===== src/rtl/alu_top.sv =====
// alu_top: board-level ALU wrapper.
// One switch bank is loaded into operand A, operand B or the opcode register
// by three push-buttons (bit0=A, bit1=B, bit2=opcode). Each press loads once,
// on the rising edge of the button level. The combinational ALU result is
// registered every cycle and driven to the LEDs.
//
// Optional build macro: BUTTON_SYNC_EN
//   defined   - buttons pass through a 2-flop synchronizer before edge detect,
//               so loads and results land two cycles later.
//   undefined - edge detect samples i_buttons directly.
module alu_top #(
   parameter int NB_DATA    = 8,
   parameter int NB_BUTTONS = 3
) (
   input  logic                      i_clock,
   input  logic                      i_reset,
   input  logic [NB_DATA-1:0]        i_switches,
   input  logic [NB_BUTTONS-1:0]     i_buttons,
   output logic signed [NB_DATA-1:0] o_resultado
);

   // Opcode encodings (MIPS funct-style values).
   localparam logic [NB_DATA-1:0] OP_SRL = NB_DATA'(8'h02);
   localparam logic [NB_DATA-1:0] OP_SRA = NB_DATA'(8'h03);
   localparam logic [NB_DATA-1:0] OP_ADD = NB_DATA'(8'h20);
   localparam logic [NB_DATA-1:0] OP_SUB = NB_DATA'(8'h22);
   localparam logic [NB_DATA-1:0] OP_AND = NB_DATA'(8'h24);
   localparam logic [NB_DATA-1:0] OP_OR  = NB_DATA'(8'h25);
   localparam logic [NB_DATA-1:0] OP_XOR = NB_DATA'(8'h26);
   localparam logic [NB_DATA-1:0] OP_NOR = NB_DATA'(8'h27);

   // Shift amounts at or beyond this value shift every data bit out.
   localparam logic [NB_DATA-1:0] SHIFT_LIMIT = NB_DATA'(NB_DATA);

   // Button indices inside i_buttons.
   localparam int BTN_A  = 0;
   localparam int BTN_B  = 1;
   localparam int BTN_OP = 2;

   logic [NB_BUTTONS-1:0]     btn_in;
   logic [NB_BUTTONS-1:0]     btn_q;
   logic [NB_BUTTONS-1:0]     load_pulse;
   logic signed [NB_DATA-1:0] reg_a;
   logic signed [NB_DATA-1:0] reg_b;
   logic [NB_DATA-1:0]        reg_op;
   logic signed [NB_DATA-1:0] alu_result;

   // Arithmetic right shift; oversized amounts leave only sign copies.
   function automatic logic signed [NB_DATA-1:0] shift_right_arith(
      input logic signed [NB_DATA-1:0] value,
      input logic [NB_DATA-1:0]        amount
   );
      if (amount >= SHIFT_LIMIT)
         return {NB_DATA{value[NB_DATA-1]}};
      else
         return value >>> amount;
   endfunction

   // Logical right shift; oversized amounts clear the result.
   function automatic logic signed [NB_DATA-1:0] shift_right_logic(
      input logic signed [NB_DATA-1:0] value,
      input logic [NB_DATA-1:0]        amount
   );
      logic [NB_DATA-1:0] raw;
      raw = value;
      if (amount >= SHIFT_LIMIT)
         return '0;
      else
         return raw >> amount;
   endfunction

`ifdef BUTTON_SYNC_EN
   logic [NB_BUTTONS-1:0] btn_sync_p0;
   logic [NB_BUTTONS-1:0] btn_sync_p1;

   // Two-flop synchronizer for the asynchronous board buttons.
   always_ff @(posedge i_clock) begin
      if (!i_reset) begin
         btn_sync_p0 <= '0;
         btn_sync_p1 <= '0;
      end else begin
         btn_sync_p0 <= i_buttons;
         btn_sync_p1 <= btn_sync_p0;
      end
   end

   assign btn_in = btn_sync_p1;
`else
   assign btn_in = i_buttons;
`endif

   // Button history for rising-edge detection.
   always_ff @(posedge i_clock) begin
      if (!i_reset)
         btn_q <= '0;
      else
         btn_q <= btn_in;
   end

   // A held button produces a single one-cycle pulse.
   assign load_pulse = btn_in & ~btn_q;

   // Operand and opcode registers, each loaded by its own pulse.
   always_ff @(posedge i_clock) begin
      if (!i_reset) begin
         reg_a  <= '0;
         reg_b  <= '0;
         reg_op <= '0;
      end else begin
         if (load_pulse[BTN_A])
            reg_a <= i_switches;
         if (load_pulse[BTN_B])
            reg_b <= i_switches;
         if (load_pulse[BTN_OP])
            reg_op <= i_switches;
      end
   end

   // Combinational ALU; unknown opcodes (including the reset value) give 0.
   always_comb begin
      alu_result = '0;
      case (reg_op)
         OP_ADD:  alu_result = reg_a + reg_b;
         OP_SUB:  alu_result = reg_a - reg_b;
         OP_AND:  alu_result = reg_a & reg_b;
         OP_OR:   alu_result = reg_a | reg_b;
         OP_XOR:  alu_result = reg_a ^ reg_b;
         OP_NOR:  alu_result = ~(reg_a | reg_b);
         OP_SRA:  alu_result = shift_right_arith(reg_a, reg_b);
         OP_SRL:  alu_result = shift_right_logic(reg_a, reg_b);
         default: alu_result = '0;
      endcase
   end

   // Result register refreshed every cycle, not only on loads.
   always_ff @(posedge i_clock) begin
      if (!i_reset)
         o_resultado <= '0;
      else
         o_resultado <= alu_result;
   end

endmodule


===== config.mk =====
export PLATFORM = sky130hd
export DESIGN_NAME = alu_top
export DESIGN_NICKNAME = d
export VERILOG_FILES = /design/src/rtl/alu_top.sv
export SDC_FILE = /design/constraint.sdc
export NUM_CORES = 1
export LEC_CHECK = 0
export ABC_CLOCK_PERIOD_IN_PS = 8300
export CAP_MARGIN = 10
export CORE_MARGIN = 10
export CORE_UTILIZATION = 42
export CTS_CLUSTER_DIAMETER = 100
export CTS_CLUSTER_SIZE = 14
export DETAILED_ROUTE_END_ITERATION = 10
export GPL_TIMING_DRIVEN = 0
export PLACE_DENSITY = 0.63
export SLEW_MARGIN = 30
export SYNTH_ARGS = -nofsm -noshare
export SYNTH_HDL_FRONTEND = slang
export SYNTH_SLANG_ARGS = --single-unit

===== constraint.sdc =====
create_clock -name i_clock -period 8.3 [get_ports i_clock]
set_input_delay 1.66 -clock i_clock [delete_from_list [all_inputs] [get_ports i_clock]]
set_output_delay 1.66 -clock i_clock [all_outputs]
set_load 0.02 [all_outputs]

==> impl_summary.log, run 1 <==
INFO  metric floorplan.rows = 29
INFO  metric fin_worst_skew = 0.00649 ns
INFO  metric final_antenna_net_count = 0
INFO  metric cts-root-to-sink-buffers = 2
INFO  metric drv_cap = 0
INFO  metric die-width = 101 um
INFO  metric timing.final.setup_violations = 0
INFO  metric detail_route.wl_per_cell = 17.0 um
INFO  metric power_report.internal_total = 311 uW
INFO  metric worstRegToRegCells = 12
INFO  metric detailroute.via_count = 2447
INFO  metric critical_path.cell_chain = or4_1 > buf_2 > nor3_2 > a22oi_1 > xnor2_1 > ha_1 > nand3_1 > a21oi_1 > a2111oi_1 > a21oi_1 > xnor2_1 > o22ai_1
INFO  metric setup.worst_path.class = register to register
INFO  metric final_min_period_over_clock_period = 46.5%
INFO  metric clk_latency = 0.30 ns
INFO  metric cell_with_the_largest_stage_delay_on_the_worst_path = sky130_fd_sc_hd__a2111oi_1
INFO  metric power_frac_seq = 38.9%
INFO  metric design.final.nets = 390
INFO  metric timing.final.max_slew_violations = 0
INFO  metric final_hold_viol_count = 0
INFO  metric tritoncts_clock_tree = yes
INFO  metric clock-root-buffer = sky130_fd_sc_hd__clkbuf_8
INFO  metric combPwrFrac = 31.5%
INFO  metric hold_path_depth = 2
INFO  metric hold_path_end = reg_op[6]
INFO  metric synth-async-reset-ratio = 0%
INFO  metric post-place-cells = 422
INFO  metric cp-end-kind = register
INFO  metric fill_cells = 618
INFO  metric cp.arrival = 4.03 ns
INFO  metric ios = 21
INFO  metric cts_bufs_inserted = 5
INFO  metric synth.distinct_cells = 51
INFO  metric pwr-share-clk = 29.6%
INFO  metric synthesis.instances = 325
INFO  metric worst-endpoint-required = 8.47 ns
INFO  metric power.density_cell_area = 153 nW/um^2
INFO  metric drt_first_iter_violations = 219
INFO  metric htreeDepth = 2
INFO  metric slew_headroom = 40.5%
INFO  metric n_antenna_cell = 0
INFO  metric p_switching = 169 uW
INFO  metric fp.dieH = 101 um
INFO  metric crit_path_start_kind = register
INFO  metric dp_hpwl = 5.65 mm
INFO  metric synth_nets = 363
INFO  metric drc = 0
INFO  metric antenna_found_initial = 0
INFO  metric grt_remaining_overflow = 0
INFO  metric worstMarginPinSlew = 0.890 ns
INFO  metric clock_sink_count = 35
INFO  metric final_layout_size_suffix_gt1_share = 5.95%
INFO  metric worst_hold_slack = 0.519 ns
INFO  metric period_needed = 3.86 ns
INFO  metric clkSlewWorstSetupHoldPaths = 0.08 ns
INFO  metric synth-seq-area-share = 25.6%
INFO  metric io_buffers = 20
INFO  metric grtUsageTotal = 14.7%
INFO  metric achievable-frequency = 0.259 GHz
INFO  metric hp-start = reg_op[6]
INFO  metric crit_path_max_incr_delay = 0.81 ns
INFO  metric max-vdd-ir-drop = 0.100 mV
INFO  metric fp.coreArea = 6350 um^2
INFO  metric syn-mean-instance-area = 8.42 um^2
INFO  metric cellLeakagePower = 1.20 nW
INFO  metric dr.pass1.iters = 5
INFO  metric regToRegStartpoint = reg_op[3]
INFO  metric cts_setup_buffers = 0
INFO  metric synth_edf_count = 0
INFO  metric netlist_area = 2740 um^2
INFO  metric setup_tns = 0 ns
INFO  metric yosysWarningCount = 0
INFO  metric totalWireLength = 7.29 mm
INFO  metric yosys_register_bits = 35
INFO  metric worst_hold_path_type = register to register
INFO  metric final_cells = 430
INFO  metric regToRegSetupSlack = 4.44 ns
INFO  metric path_max_fanout = 9
INFO  metric r2r-end = o_resultado[7]
INFO  metric first_global_vias = 2457
INFO  metric status = completed
INFO  metric area_growth_from_synthesis_to_layout = 14.7%
INFO  metric gpl.final_weighted_congestion = 0.874
INFO  metric switching_share = 35.2%
INFO  metric routed_via_density = 5.69
INFO  metric ys.flop_type = sky130_fd_sc_hd__dfxtp_1
INFO  metric postCtsHoldBufs = 0
INFO  metric first_pass_grt_wire_length = 12.2 mm
INFO  metric grt_max_degree = 13
INFO  metric cts_resized = 0
INFO  metric rsz_0062_raised_after_global_routing = no
INFO  metric initial_core_util = 43.1%
INFO  metric die_area = 10100 um^2
per-stage QoR:
step / setup slack (ns) / cell area (um^2) / util, % / total power, mW
2_1_floorplan: 5.16 / 2740 / - / 0.300
6_report: 4.44 / 3140 / 49.4 / 0.480
5_1_grt: 4.24 / 3140 / 49.4 / 0.506
4_1_cts: 4.49 / 3140 / 49.4 / 0.479
3_5_place_dp: 4.50 / 3040 / 47.9 / 0.340
3_3_place_gp: 4.21 / 3030 / 47.8 / 0.339
placed cells by master, fill, tap and decap left out, types with 3 or more instances in the layout:
master,n
sky130_fd_sc_hd__a21o_1,3
sky130_fd_sc_hd__a21oi_1,9
sky130_fd_sc_hd__a22oi_1,4
sky130_fd_sc_hd__a31oi_1,5
sky130_fd_sc_hd__and2_1,3
sky130_fd_sc_hd__buf_2,4
sky130_fd_sc_hd__clkbuf_1,13
sky130_fd_sc_hd__clkbuf_8,6
sky130_fd_sc_hd__clkdlybuf4s50_1,20
sky130_fd_sc_hd__dfxtp_1,35
sky130_fd_sc_hd__ha_1,24
sky130_fd_sc_hd__inv_1,19
sky130_fd_sc_hd__mux2i_1,35
sky130_fd_sc_hd__nand2_1,25
sky130_fd_sc_hd__nand2b_1,4
sky130_fd_sc_hd__nand3_1,7
sky130_fd_sc_hd__nand4_1,3
sky130_fd_sc_hd__nor2_1,16
sky130_fd_sc_hd__nor2b_1,26
sky130_fd_sc_hd__nor3_1,8
sky130_fd_sc_hd__o21a_1,4
sky130_fd_sc_hd__o21ai_0,20
sky130_fd_sc_hd__xnor2_1,17
sequential cells by signal (all words and copies together) (netlist names):
register and flops:
btn_q 3, o_resultado 8, reg_a 8, reg_b 8
reg_op 8
metal layers:
metal  up-vias  routed length (um)  track usage (%)
met5         -                   0                0
met4         0                 221             5.22
met3        18                 559             4.39
met2        98                3250             23.4
met1      1137                3260             18.4
li1       1194                   -                -
power groups by stage:
stage | Combinational, mW | Sequential [mW] | Clock [mW]
after CTS | 0.150 | 0.187 | 0.142
after global routing | 0.169 | 0.189 | 0.148
final | 0.151 | 0.187 | 0.142
after global placement | 0.148 | 0.191 | 0
after floorplan | 0.113 | 0.188 | 0
after detailed placement | 0.150 | 0.191 | 0
worst max path at each step:
stage / cells after the start / endpoint / from
6_report: 12 / o_resultado[7] / reg_op[3]
2_1_floorplan: 11 / o_resultado[7] / reg_op[3]
4_1_cts: 12 / o_resultado[7] / reg_op[3]
5_1_grt: 12 / o_resultado[7] / reg_op[3]
3_3_place_gp: 11 / o_resultado[7] / reg_op[3]
3_5_place_dp: 12 / o_resultado[7] / reg_op[3]
cells by family (layout without fill, tap and decap cells):
family | Yosys count | after routing | synth area share, %
compound gates | 68 | 68 | 16.2
xor+xnor | 19 | 19 | 6.08
fa+ha+maj | 25 | 25 | 11.7
buf+inv | 38 | 66 | 5.40
flops | 35 | 35 | 25.6
mux | 38 | 38 | 14.9
simple gates | 102 | 102 | 20.2
synthesized netlist by cell type, types with 5 or more instances:
master                     instances  area share [%]
sky130_fd_sc_hd__dfxtp_1          35              26
sky130_fd_sc_hd__mux2i_1          35              13
sky130_fd_sc_hd__nor2b_1          26             5.9
sky130_fd_sc_hd__nand2_1          25             3.4
sky130_fd_sc_hd__ha_1             24              11
sky130_fd_sc_hd__o21ai_0          20             3.7
sky130_fd_sc_hd__inv_1            19             2.6
sky130_fd_sc_hd__xnor2_1          17             5.4
sky130_fd_sc_hd__nor2_1           16             2.2
sky130_fd_sc_hd__clkbuf_1         13             1.8
sky130_fd_sc_hd__a21oi_1           9             1.6
sky130_fd_sc_hd__nor3_1            8             1.5
sky130_fd_sc_hd__nand3_1           7             1.3
sky130_fd_sc_hd__a31oi_1           5             1.1
critical path, delay by kind of cell, from the launching register on:
kind,cells,cell delay [ns]
AOI/OAI and AO/OA,5,1.37
DFF,1,0.32
buffers and inverters,1,0.18
xor gates and xnor gates,2,0.35
and+or+nand+nor,3,1.16
adders and majority gates,1,0.35
cell type report:
class / count / area (um^2) / share of cell area, %
Inverter: 19 / 71.3 / 2.27
Tap cell: 77 / 96.3 / 3.07
Timing Repair Buffer: 20 / 200 / 6.38
Buffer: 19 / 76.3 / 2.43
Clock inverter: 2 / 16.3 / 0.518
Multi-Input combinational cell: 252 / 1890 / 60.4
Sequential cell: 35 / 701 / 22.3
Clock buffer: 6 / 82.6 / 2.63
Power figures use the tool's default switching activity.
==> inputs of run 2 (changes only) <==
ABC_CLOCK_PERIOD_IN_PS = 3600   (was 8300)
clock period = 3.6 ns   (was 8.3 ns; I/O delays follow)
==> run 2 against run 1 <==
Net effect: die area unchanged; power increased by 130%; clock skew about the same; setup slack got worse by 4.1 ns; maximum frequency increased by 17%; via count decreased by 1.9%; wire length unchanged; register-to-register slack got worse by 4.1 ns.
==> impl_summary.log, run 2 (same netlist as run 1, synthesis figures left out) <==
INFO  metric slew_headroom = 54.9% (+14 points)
INFO  metric regToRegStartpoint = reg_op[3]
INFO  metric path_max_fanout = 5 (-4)
INFO  metric placed_standard_cell_area = 3040 um^2 (unchanged)
INFO  metric hp-start = reg_op[6]
INFO  metric worstMarginPinSlew = 0.672 ns (-0.218 ns)
INFO  metric hold_path_end = reg_op[6]
INFO  metric power_report.internal_total = 723 uW (+130%)
INFO  metric worst-endpoint-required = 3.77 ns (-4.70 ns)
INFO  metric critical_path.n_buffers_inverters = 2 (+1)
INFO  metric crit_path_max_incr_delay = 0.52 ns (-0.29 ns)
INFO  metric antenna_found_initial = 0 (unchanged)
INFO  metric cts_setup_buffers = 0 (unchanged)
INFO  metric htreeDepth = 2 (unchanged)
INFO  metric power.density_cell_area = 353 nW/um^2 (+130%)
INFO  metric critical_path.cell_chain = or4_1 > buf_2 > nor3_1 > nand2_1 > nor2_1 > a21o_1 > inv_1 > ha_1 > nand2b_1 > a21oi_1 > a2111oi_4 > a21oi_1 > xnor2_1 > o22ai_1
INFO  metric crit_path_frequent_cell = sky130_fd_sc_hd__a21oi_1
INFO  metric postLayoutCellArea = 3160 um^2 (+0.76%)
INFO  metric clk_latency = 0.30 ns (about the same)
INFO  metric grt_remaining_overflow = 0 (unchanged)
INFO  metric rsz_0062_raised_after_global_routing = no
INFO  metric grt_max_degree = 13 (unchanged)
INFO  metric cts_bufs_inserted = 5 (unchanged)
INFO  metric initial_core_util = 43.1% (unchanged)
INFO  metric switching_share = 35.3% (+0.070 points)
INFO  metric dr.pass1.iters = 4 (-1)
INFO  metric post-route-util = 49.8% (+0.37 points)
INFO  metric drv_cap = 0 (unchanged)
INFO  metric worstRegToRegCells = 14 (+2)
INFO  metric die-width = 101 um (unchanged)
INFO  metric most-common-layout-cells = sky130_fd_sc_hd__mux2i_1, sky130_fd_sc_hd__dfxtp_1, sky130_fd_sc_hd__nor2b_1, sky130_fd_sc_hd__nand2_1, sky130_fd_sc_hd__ha_1
INFO  metric cell_with_the_largest_stage_delay_on_the_worst_path = sky130_fd_sc_hd__or4_1
INFO  metric max-vdd-ir-drop = 0.231 mV (+130%)
INFO  metric fin_worst_skew = 0.00612 ns (-0.000369 ns)
INFO  metric fp.coreArea = 6350 um^2 (unchanged)
INFO  metric postCtsHoldBufs = 0 (unchanged)
INFO  metric dp_hpwl = 5.65 mm (unchanged)
INFO  metric critical-path-top-delay-family = simple AND/OR/NAND/NOR gates
INFO  metric ios = 21 (unchanged)
INFO  metric final_antenna_net_count = 0 (unchanged)
INFO  metric final_hold_viol_count = 0 (unchanged)
INFO  metric drt_first_iter_violations = 193 (-12%)
INFO  metric regToRegSetupSlack = 0.31 ns (-4.13 ns)
INFO  metric final_layout_size_suffix_gt1_share = 6.23% (+0.28 points)
INFO  metric detailroute.via_count = 2401 (-1.9%)
INFO  metric gpl.final_weighted_congestion = 0.874 (unchanged)
INFO  metric clock_sink_count = 35 (unchanged)
INFO  metric achievable-frequency = 0.304 GHz (+17%)
INFO  metric cts_resized = 1 (+1)
INFO  metric io_buffers = 20 (unchanged)
INFO  metric grtUsageTotal = 14.8% (+0.042 points)
INFO  metric clock-root-buffer = sky130_fd_sc_hd__clkbuf_8
INFO  metric setup.worst_path.class = register to register
INFO  metric timing.final.setup_violations = 0 (unchanged)
INFO  metric cp.arrival = 3.46 ns (-0.57 ns)
INFO  metric period_needed = 3.29 ns (-0.571 ns)
INFO  metric hold_path_depth = 2 (unchanged)
INFO  metric n_antenna_cell = 0 (unchanged)
INFO  metric final_min_period_over_clock_period = 91.4% (+45 points)
INFO  metric cts-root-to-sink-buffers = 2 (unchanged)
INFO  metric die_area = 10100 um^2 (unchanged)
INFO  metric design.final.nets = 390 (unchanged)
INFO  metric tritoncts_clock_tree = yes
INFO  metric totalWireLength = 7.29 mm (unchanged)
INFO  metric area_growth_from_synthesis_to_layout = 15.5%
INFO  metric fp.dieH = 101 um (unchanged)
INFO  metric detail_route.wl_per_cell = 17.0 um (unchanged)
INFO  metric total_power = 1.12 mW (+130%)
INFO  metric p_switching = 394 uW (+130%)
INFO  metric first_pass_grt_wire_length = 12.3 mm (+0.29%)
INFO  metric cp-end-kind = register
INFO  metric crit_path_start_kind = register
INFO  metric pwr-share-clk = 29.2% (-0.4 points)
INFO  metric timing.final.max_slew_violations = 0 (unchanged)
INFO  metric floorplan.rows = 29 (unchanged)
INFO  metric combPwrFrac = 32.2% (+0.7 points)
INFO  metric routed_via_density = 5.58 (-1.9%)
INFO  metric worst_hold_path_type = register to register
INFO  metric clkSlewWorstSetupHoldPaths = 0.08 ns (about the same)
INFO  metric first_global_vias = 2464 (+0.28%)
INFO  metric drc = 0 (unchanged)
INFO  metric cellLeakagePower = 1.21 nW (+0.48%)
INFO  metric r2r-end = o_resultado[7]
INFO  metric status = completed
INFO  metric power_frac_seq = 38.6% (-0.3 points)
[run 2: routing by layer]
| layer | share of wire (%) | track usage [%] | vias up | wire [um] |
|---|---|---|---|---|
| met5 | 0 | 0 | - | 0 |
| met4 | 2.9 | 5.22 | 0 | 208 |
| met3 | 6.3 | 4.39 | 16 | 460 |
| met2 | 45 | 23.6 | 82 | 3260 |
| met1 | 46 | 18.4 | 1112 | 3360 |
| li1 | - | - | 1191 | - |
[run 2: stage by stage]
stage	cells	worst slack [ns]	hold WS (ns)	TNS (ns)
after floorplan	325	0.465	0.473	0
final	430	0.309	0.519	0
after global placement	422	-0.491	0.497	-0.742
after detailed placement	422	-0.203	0.501	-0.203
after CTS	430	0.0397	0.525	0
after global routing	430	0.0703	0.560	0
[run 2: how the worst max path moves through the flow]
stage / slack (ns) / to / cells past startpoint / from
4_1_cts: 0.04 / o_resultado[7] / 12 / reg_op[3]
6_report: 0.31 / o_resultado[7] / 14 / reg_op[3]
3_3_place_gp: -0.49 / o_resultado[7] / 11 / reg_op[3]
2_1_floorplan: 0.46 / o_resultado[7] / 11 / reg_op[3]
5_1_grt: 0.07 / o_resultado[7] / 14 / reg_op[3]
3_5_place_dp: -0.20 / o_resultado[7] / 12 / reg_op[3]
[run 2: power by group through the flow]
stage / clock (mW) / combinational (mW) / sequential [mW]
floorplan: 0 / 0.260 / 0.432
global placement: 0 / 0.342 / 0.439
detailed placement: 0 / 0.345 / 0.440
CTS: 0.328 / 0.350 / 0.431
global route: 0.342 / 0.400 / 0.435
finish: 0.326 / 0.359 / 0.431
[run 2: layout make-up]
cell class / count / area, um^2
sequential: 35 / 701
clock buffer: 6 / 82.6
inverter: 19 / 71.3
tap: 77 / 96.3
fill: 614 / 3190
multi-input combinational: 252 / 1920
clock inverter: 2 / 16.3
timing repair buffer: 20 / 200
buffer: 19 / 76.3
[run 2: tightest hold or removal path, stage by stage, from the launching register on]
cell and delay [ns]:
sky130_fd_sc_hd__dfxtp_1 0.33, sky130_fd_sc_hd__mux2i_1 0.06, sky130_fd_sc_hd__nor2b_1 0.10
==> inputs of run 3 (changes only) <==
--- a/config.mk
+++ b/config.mk
@@ -6,4 +6,5 @@
 export NUM_CORES = 1
 export LEC_CHECK = 0
+export ABC_AREA = 1
 export ABC_CLOCK_PERIOD_IN_PS = 3600
 export CAP_MARGIN = 10
@@ -14,5 +15,5 @@
 export DETAILED_ROUTE_END_ITERATION = 10
 export GPL_TIMING_DRIVEN = 0
-export PLACE_DENSITY = 0.63
+export PLACE_DENSITY = 0.62
 export SLEW_MARGIN = 30
 export SYNTH_ARGS = -nofsm -noshare
==> constraint.sdc (replaced) <==
create_clock -name i_clock -period 3.6 [get_ports i_clock]
set_input_delay 0.54 -clock i_clock [delete_from_list [all_inputs] [get_ports i_clock]]
set_output_delay 0.54 -clock i_clock [all_outputs]
set_load 0.02 [all_outputs]
==> run 3 against run 2 <==
Net effect: first-iteration DRC count decreased by 17%; synthesized cell count grew 36%; clock-buffer cell count unchanged; flip-flop and latch count unchanged; critical path depth shrank 1; hold slack worse by 0.044 ns; sequential power grew 2%; power increased by 1.5%; largest power group unchanged; clock skew is 0.0037 ns lower; maximum frequency grew 15%; clock power is 4% lower.
==> impl_summary.log, run 3 <==
INFO  metric status = completed
INFO  metric synth_top_cells_by_count = sky130_fd_sc_hd__nand2_1, sky130_fd_sc_hd__inv_1, sky130_fd_sc_hd__nor2_1
INFO  metric dp_hpwl = 6.71 mm (+19%)
INFO  metric routed_via_density = 5.31 (-5.0%)
INFO  metric die-width = 102 um (+1.4%)
INFO  metric synth-async-reset-ratio = 0% (unchanged)
INFO  metric wl_met2 = 3.65 mm (+12%)
INFO  metric synth.distinct_cells = 35 (-31%)
INFO  metric path_max_fanout = 10 (+5)
INFO  metric max-vdd-ir-drop = 0.232 mV (+0.14%)
INFO  metric yosys_register_bits = 35 (unchanged)
INFO  metric die_area = 10400 um^2 (+2.9%)
INFO  metric layout.cells.most_common = sky130_fd_sc_hd__nand2_1
INFO  metric postCtsHoldBufs = 0 (unchanged)
INFO  metric fp.coreArea = 6460 um^2 (+1.7%)
INFO  metric worst_hold_path_type = register to register
INFO  metric ys.flop_type = sky130_fd_sc_hd__dfxtp_1
INFO  metric final_layout_size_suffix_gt1_share = 8.72% (+2.5 points)
INFO  metric setup_tns = 0 ns (unchanged)
INFO  metric hp-start = reg_op[3]
INFO  metric synth.area.top_cells = sky130_fd_sc_hd__dfxtp_1, sky130_fd_sc_hd__nand2_1, sky130_fd_sc_hd__ha_1
INFO  metric floorplan.rows = 29 (unchanged)
INFO  metric htreeDepth = 2 (unchanged)
INFO  metric achievable-frequency = 0.350 GHz (+15%)
INFO  metric drv_cap = 0 (unchanged)
INFO  metric most-common-layout-cells = sky130_fd_sc_hd__nand2_1, sky130_fd_sc_hd__inv_1, sky130_fd_sc_hd__nor2_1, sky130_fd_sc_hd__nand3_1
INFO  metric hold_path_depth = 2 (unchanged)
INFO  metric n_antenna_cell = 0 (unchanged)
INFO  metric met3_wirelength = 529 um (+15%)
INFO  metric cts_resized = 0 (-1)
INFO  metric clk_latency = 0.29 ns (about the same)
INFO  metric syn-mean-instance-area = 6.41 um^2 (-24%)
INFO  metric grt_remaining_overflow = 0 (unchanged)
INFO  metric worstRegToRegCells = 13 (-1)
INFO  metric total_power = 1.13 mW (+1.5%)
INFO  metric m1WireLength = 3.81 mm (+13%)
INFO  metric clock-root-buffer = sky130_fd_sc_hd__clkbuf_8
INFO  metric worst-endpoint-required = 3.82 ns (+0.05 ns)
INFO  metric r2r-end = o_resultado[7]
INFO  metric first_global_vias = 2659 (+7.9%)
INFO  metric cp-end-kind = register
INFO  metric synth_edf_count = 0 (unchanged)
INFO  metric cp.arrival = 3.08 ns (-0.38 ns)
INFO  metric regToRegSetupSlack = 0.74 ns (+0.43 ns)
INFO  metric detail_route.wl_per_cell = 15.0 um (-11%)
INFO  metric period_needed = 2.86 ns (-0.434 ns)
INFO  metric slew_headroom = 63.1% (+8.1 points)
INFO  metric antenna_found_initial = 0 (unchanged)
INFO  metric final_hold_viol_count = 0 (unchanged)
INFO  metric clock_sink_count = 35 (unchanged)
INFO  metric detailroute.via_count = 2902 (+21%)
INFO  metric crit_path_start_kind = register
INFO  metric io_buffers = 20 (unchanged)
INFO  metric synth_nets = 480 (+32%)
INFO  metric worstMarginPinSlew = 0.549 ns (-0.122 ns)
INFO  metric fill_cells = 696 (+13%)
INFO  metric timing.final.setup_violations = 0 (unchanged)
INFO  metric fp.dieH = 102 um (+1.4%)
INFO  metric yosysWarningCount = 0 (unchanged)
INFO  metric fin_worst_skew = 0.00237 ns (-0.00375 ns)
INFO  metric grtUsageTotal = 15.9% (+1.1 points)
INFO  metric setup.worst_path.class = register to register
INFO  metric synthesis.instances = 442 (+36%)
INFO  metric initial_core_util = 43.9% (+0.78 points)
INFO  metric synth-seq-area-share = 24.7% (-0.88 points)
INFO  metric area_growth_from_synthesis_to_layout = 14.0%
INFO  metric netlist.top_cell.by_area = sky130_fd_sc_hd__dfxtp_1
INFO  metric hold_path_end = reg_op[3]
INFO  metric rsz_0062_raised_after_global_routing = no
INFO  metric power.density_cell_area = 351 nW/um^2 (-0.64%)
INFO  metric regToRegStartpoint = reg_b[0]
INFO  metric design.final.nets = 507 (+30%)
INFO  metric gpl.final_weighted_congestion = 0.955 (+9.3%)
INFO  metric clkSlewWorstSetupHoldPaths = 0.08 ns (about the same)
INFO  metric cellLeakagePower = 1.59 nW (+31%)
INFO  metric grt_max_degree = 13 (unchanged)
INFO  metric drt_first_iter_violations = 161 (-17%)
INFO  metric first_pass_grt_wire_length = 13.1 mm (+7.0%)
INFO  metric drc = 0 (unchanged)
INFO  metric synthDominantCellAreaShare = 24.7% (-0.88 points)
INFO  metric synth.most_common_cell = sky130_fd_sc_hd__nand2_1
INFO  metric tritoncts_clock_tree = yes
INFO  metric final_antenna_net_count = 0 (unchanged)
INFO  metric timing.critical_path.from = reg_b[0]
INFO  metric dr.pass1.iters = 4 (unchanged)
INFO  metric timing.final.max_slew_violations = 0 (unchanged)
INFO  metric totalWireLength = 8.23 mm (+13%)
INFO  metric cts-root-to-sink-buffers = 2 (unchanged)
INFO  metric netlist_area = 2830 um^2 (+3.6%)
INFO  metric cts_setup_buffers = 0 (unchanged)
INFO  metric cts_bufs_inserted = 5 (unchanged)
INFO  metric top_layer_used = met4
INFO  metric final_min_period_over_clock_period = 79.4% (-12 points)
INFO  metric ios = 21 (unchanged)
-- run 3: cell types whose count changed after synthesis, moves of 14 or more --
cell | previous run | this run
sky130_fd_sc_hd__nor2b_1 | 26 | 0
sky130_fd_sc_hd__mux2i_1 | 35 | 2
sky130_fd_sc_hd__inv_1 | 19 | 49
sky130_fd_sc_hd__nor2_1 | 16 | 41
sky130_fd_sc_hd__nand3_1 | 7 | 37
sky130_fd_sc_hd__a21oi_1 | 9 | 35
sky130_fd_sc_hd__nand2_1 | 25 | 107
sky130_fd_sc_hd__xnor2_1 | 17 | 3
-- run 3: where the power goes --
part           total [mW]  switching, mW  internal (mW)  leakage [nW]
sequential          0.440         0.0284          0.412         0.289
combinational       0.379          0.239          0.140          1.25
clock               0.314          0.158          0.156        0.0474
-- run 3: kinds of logic after synthesis --
logic type / Yosys count / share of synthesized area, %
fa+ha+maj: 25 / 11.3
flops: 35 / 24.7
compound gates: 76 / 14.2
mux: 2 / 0.706
simple gates: 221 / 35.5
xor+xnor: 8 / 2.47
buf+inv: 75 / 11.2
-- run 3: worst max path at each step --
stage,to
2_1_floorplan,o_resultado[5]
3_5_place_dp,o_resultado[7]
3_3_place_gp,o_resultado[4]
4_1_cts,o_resultado[7]
6_report,o_resultado[7]
5_1_grt,o_resultado[7]
-- run 3: per-layer routing --
metal  track usage (%)  vias to the layer above
met3              2.77                       17
met5                 0                        -
met4              5.10                        0
met2              25.7                       87
li1                  -                     1494
met1              21.0                     1304
-- run 3: area by class of cell --
cell class / count / area [um^2] / area share, %
inverters: 61 / 229 / 7.09
clock buffers: 6 / 82.6 / 2.56
clock inverters: 2 / 16.3 / 0.504
well taps: 77 / 96.3 / 2.98
plain buffers: 14 / 87.6 / 2.71
flip-flops and latches: 35 / 701 / 21.7
multi-input cells: 332 / 1820 / 56.3
repair buffers: 20 / 200 / 6.20
-- run 3: critical path, cell delays in order, from the launching register on --
cell                       delay [ns]
sky130_fd_sc_hd__dfxtp_1         0.39
sky130_fd_sc_hd__clkinv_1        0.31
sky130_fd_sc_hd__ha_1            0.33
sky130_fd_sc_hd__a21oi_1         0.15
sky130_fd_sc_hd__xor2_1          0.09
sky130_fd_sc_hd__ha_1            0.37
sky130_fd_sc_hd__nand2_1         0.06
sky130_fd_sc_hd__o21ai_0         0.38
sky130_fd_sc_hd__nand3_1         0.13
sky130_fd_sc_hd__nand3_1         0.12
sky130_fd_sc_hd__inv_1           0.05
sky130_fd_sc_hd__nand2_1         0.05
sky130_fd_sc_hd__nand3_1         0.14
sky130_fd_sc_hd__a21oi_1         0.20
-- run 3: per-stage QoR --
stage	setup WS, ns	util (%)	instance area [um^2]	hold WS (ns)	std cells
floorplan	1.34	-	2830	0.444	442
global placement	0.805	48.5	3130	0.461	539
detailed placement	0.775	48.5	3130	0.462	539
CTS	0.741	50.0	3230	0.475	547
global route	0.417	50.0	3230	0.504	547
finish	0.743	50.0	3230	0.475	547
==> variant 1, RTL diff (flow settings as in run 2) <==
Remove the register `o_resultado`: a continuous assignment takes its place, so the output `o_resultado` follows one clock earlier.
--- a/src/rtl/alu_top.sv
+++ b/src/rtl/alu_top.sv
@@ -133,12 +133,7 @@
    end
 
    // Result register refreshed every cycle, not only on loads.
-   always_ff @(posedge i_clock) begin
-      if (!i_reset)
-         o_resultado <= '0;
-      else
-         o_resultado <= alu_result;
-   end
+   assign o_resultado = alu_result;
 
 endmodule
 
Function: changed (Yosys sat finds a counterexample within 4 cycles, from zero or initial values and one cycle with i_reset low).
==> variant 1 against run 2 <==
  * Sequential cell count down 8
  * Routed wire length decreased by 3.7%
  * Cell area down 2.8%
  * Count of clock-buffer cells in the layout decreased by 3
  * Setup slack worse by 230 ps
  * Power fell by 19%
  * Non-clock buffer count up 11
  * Synthesized area shrank 5.1%
==> variant 1: results (changes against run 2) <==
status completed (unchanged); setup bufs post-CTS 4 (was 0); Filler cells 610 (was 614); vias in the first global route 2335 (was 2464); first-pass GRT wire length 11500 µm (was 12300 µm); Worst-path clk slew 100 ps (was 80 ps); layout cells sized above 1 0.154 (was 0.0623); Synth-to-Final Area Change 18.4% (was 15.5%); Final nets 402 (was 390); crit share post-route 0.978 (was 0.914); worst vdd rail ir drop 0.257 mV (was 0.231 mV); Layout clock area frac 0.0159 (was 0.0313); total track usage 0.139 (was 0.148); Core Box Area 0.00596 mm² (was 0.00635 mm²); largest net degree at the start of global routing 17 (was 13); Total Wirelength 7020 µm (was 7290 µm); M1 wire length 3180 µm (was 3360 µm); Final Wtd Congestion 0.849 (was 0.874); synthesized netlist cell count 328 (was 325); Signal buffers 50 (was 39); met3 track demand over resource 0.0230 (was 0.0439); count of multi-input gates 261 (was 252); hold slack 518 ps (was 519 ps); worst hold start reg_b[3] (was reg_op[6]); worst r2r src btn_q[2] (was reg_op[3]); Layout non-clock buf frac 0.123 (was 0.0875); Worst Hold Endpoint reg_b[3] (was reg_op[6]); CP max stage delay 380 ps (was 520 ps); area of the multi-input gates 0.00193 mm² (was 0.00192 mm²); CTS resizes 42 (was 1); CTS sink cnt 27 (was 35); initial detailed-routing violation count 188 (was 193); static leakage 1.29 nW (was 1.21 nW); Max Clock Skew 7.56 ps (was 6.12 ps); met2 Resource Use GR 0.232 (was 0.236); Inst Count DP 423 (was 422); H-tree depth 1 (was 2); sequential share of cell area 0.177 (was 0.222); Non-clk invs 21 (was 19); met1 GRT Util 0.177 (was 0.184); CTS buffer count 3 (was 5); Slowest cell on crit path nor4_4 (was or4_1); final HPWL from detailed placement 5400 µm (was 5650 µm)
==> variant 1: changes by cell type after synthesis, moves of 5 or more <==
| cell | before | now |
|---|---|---|
| a21boi_0 | 2 | 16 |
| dfxtp_1 | 35 | 27 |
| a21oi_1 | 9 | 14 |
| o21ai_0 | 20 | 11 |
| nand2_1 | 25 | 54 |
| nor2b_1 | 26 | 17 |
| mux2i_1 | 35 | 24 |
| nor3_1 | 8 | 1 |
==> variant 1: report_power, final <==
part	total [mW]	switching, mW	internal [mW]	leakage, nW
sequential	0.343	0.0263	0.316	0.224
clock	0.173	0.0946	0.0786	0.0217
combinational	0.391	0.210	0.181	1.04
total	0.907	0.331	0.576	1.29
==> variant 1: cells by family after synthesis <==
group | after synthesis | share of synthesized area
flip-flops | 27 | 0.208
multiplexers | 25 | 0.0968
AO/OA/AOI/OAI | 82 | 0.218
XOR/XNOR | 21 | 0.0708
adder cells (fa/ha/maj) | 25 | 0.123
AND/OR/NAND/NOR | 108 | 0.213
buffers and inverters | 40 | 0.0694
==> variant 2, RTL diff (config.mk and constraints of run 2) <==
Without the edit above. Build with the macro `BUTTON_SYNC_EN` defined.
--- a/src/rtl/alu_top.sv
+++ b/src/rtl/alu_top.sv
@@ -8,6 +8,8 @@
 //   defined   - buttons pass through a 2-flop synchronizer before edge detect,
 //               so loads and results land two cycles later.
 //   undefined - edge detect samples i_buttons directly.
+`define BUTTON_SYNC_EN
+
 module alu_top #(
    parameter int NB_DATA    = 8,
    parameter int NB_BUTTONS = 3
Behaviour: not the same (Yosys sat finds a counterexample within 4 cycles, from zero or initial values and one cycle with i_reset low).
==> variant 2 against run 2 <==
  * Routed wire length is 14% higher
  * Count of clock-buffer cells in the layout down 1
  * Setup slack lost 37 ps
  * Sequential cell count rose by 6
  * Synthesized area increased by 9.7%
  * Power fell by 0.35%
  * Cell area grew 8.7%
  * Synthesized cell count grew 15%
  * Highest routed layer unchanged
==> variant 2: results (changes against run 2) <==
total track usage 0.153 (was 0.148); sequential group power 0.482 mW (was 0.431 mW); Total Wirelength 8340 µm (was 7290 µm); initial detailed-routing violation count 243 (was 193); met1 GRT Util 0.191 (was 0.184); Netlist cell types 55 (was 51); Met2 Wirelength 3750 µm (was 3260 µm); met3 track demand over resource 0.0258 (was 0.0439); Final nets 438 (was 390); M1 wire length 3600 µm (was 3360 µm); worst r2r src reg_b[1] (was reg_op[3]); Tot Pwr 1.11 mW (was 1.12 mW); Place WS 309 ps (was -203 ps); top-area cell type share of the netlist area 0.273 (was 0.256); Seq/Total Area, Yosys 0.273 (was 0.256); Met3 Routed Length 613 µm (was 460 µm); CP max stage delay 470 ps (was 520 ps); Worst slew margin 0.599 (was 0.549); Post-Syn Area per Cell 8.05 µm² (was 8.42 µm²); worst hold start btn_sync_p0[2] (was reg_op[6]); Max Clock Skew 7.29 ps (was 6.12 ps); met2 Resource Use GR 0.245 (was 0.236); Longest Clk Path Bufs 2 (unchanged); Area contributors post-synth dfxtp_1 27%, ha_1 10%, nand2_1 6.6% (was dfxtp_1 26%, mux2i_1 13%, ha_1 11%); static leakage 1.27 nW (was 1.21 nW); largest net degree at the start of global routing 15 (was 13); status completed (unchanged); Worst Path Max Fanout 10 (was 5); Inst Count DP 489 (was 422); first-pass GRT wire length 14000 µm (was 12300 µm); TritonRoute pass-1 iters 5 (was 4); syn_nets 411 (was 363); xor and xnor area share after synthesis 0.0525 (was 0.0608); setup bufs post-CTS 0 (unchanged); Arrival @ worst endpoint 3570 ps (was 3460 ps); vias per inst 5.62 (was 5.58); Filler cells 655 (was 614); kind of cell adding the most delay to the critical path buffers and inverters (was simple AND/OR/NAND/NOR gates); DP Area 0.00332 mm² (was 0.00304 mm²); clock-net power 0.377 mW (was 0.326 mW); worst vdd rail ir drop 0.223 mV (was 0.231 mV); post-synthesis mux area share 0.0721 (was 0.149); compound-gate portion of the synthesized area 0.195 (was 0.162); final HPWL from detailed placement 6510 µm (was 5650 µm); Int Power 0.786 mW (was 0.723 mW); vias in the first global route 2759 (was 2464); post-layout instance count excluding filler cells 497 (was 430); layout cells sized above 1 0.0623 (about the same); Slowest cell on crit path clkbuf_1 (was or4_1)
## variant 2: changes by cell type after synthesis, sizes merged, moves of 5 or more
cell,run 2,this run
a211oi,0,7
a21boi,3,16
a21oi,9,16
and2,3,11
clkbuf,13,18
dfxtp,35,41
mux2i,35,16
nand2,25,53
nor2b,26,17
o211ai,2,7
o21ai,21,12
xnor2,17,12
## variant 2: area by class of cell
cell class	instances	area, µm²	area share
clock buffer	5	68.8	0.0200
inverter	17	63.8	0.0186
sequential	41	821	0.239
multi-input combinational	290	2010	0.585
clock inverter	3	46.3	0.0135
timing repair buffer	20	200	0.0582
tap	96	120	0.0349
buffer	25	108	0.0313
## variant 2: worst paths after layout
check             cells after the start              to  slack [ps]
setup / recovery                     11  o_resultado[4]         270
hold / removal                        1       btn_in[2]         450
setup reg to reg                     11  o_resultado[4]         270
hold reg to reg                       1       btn_in[2]         450
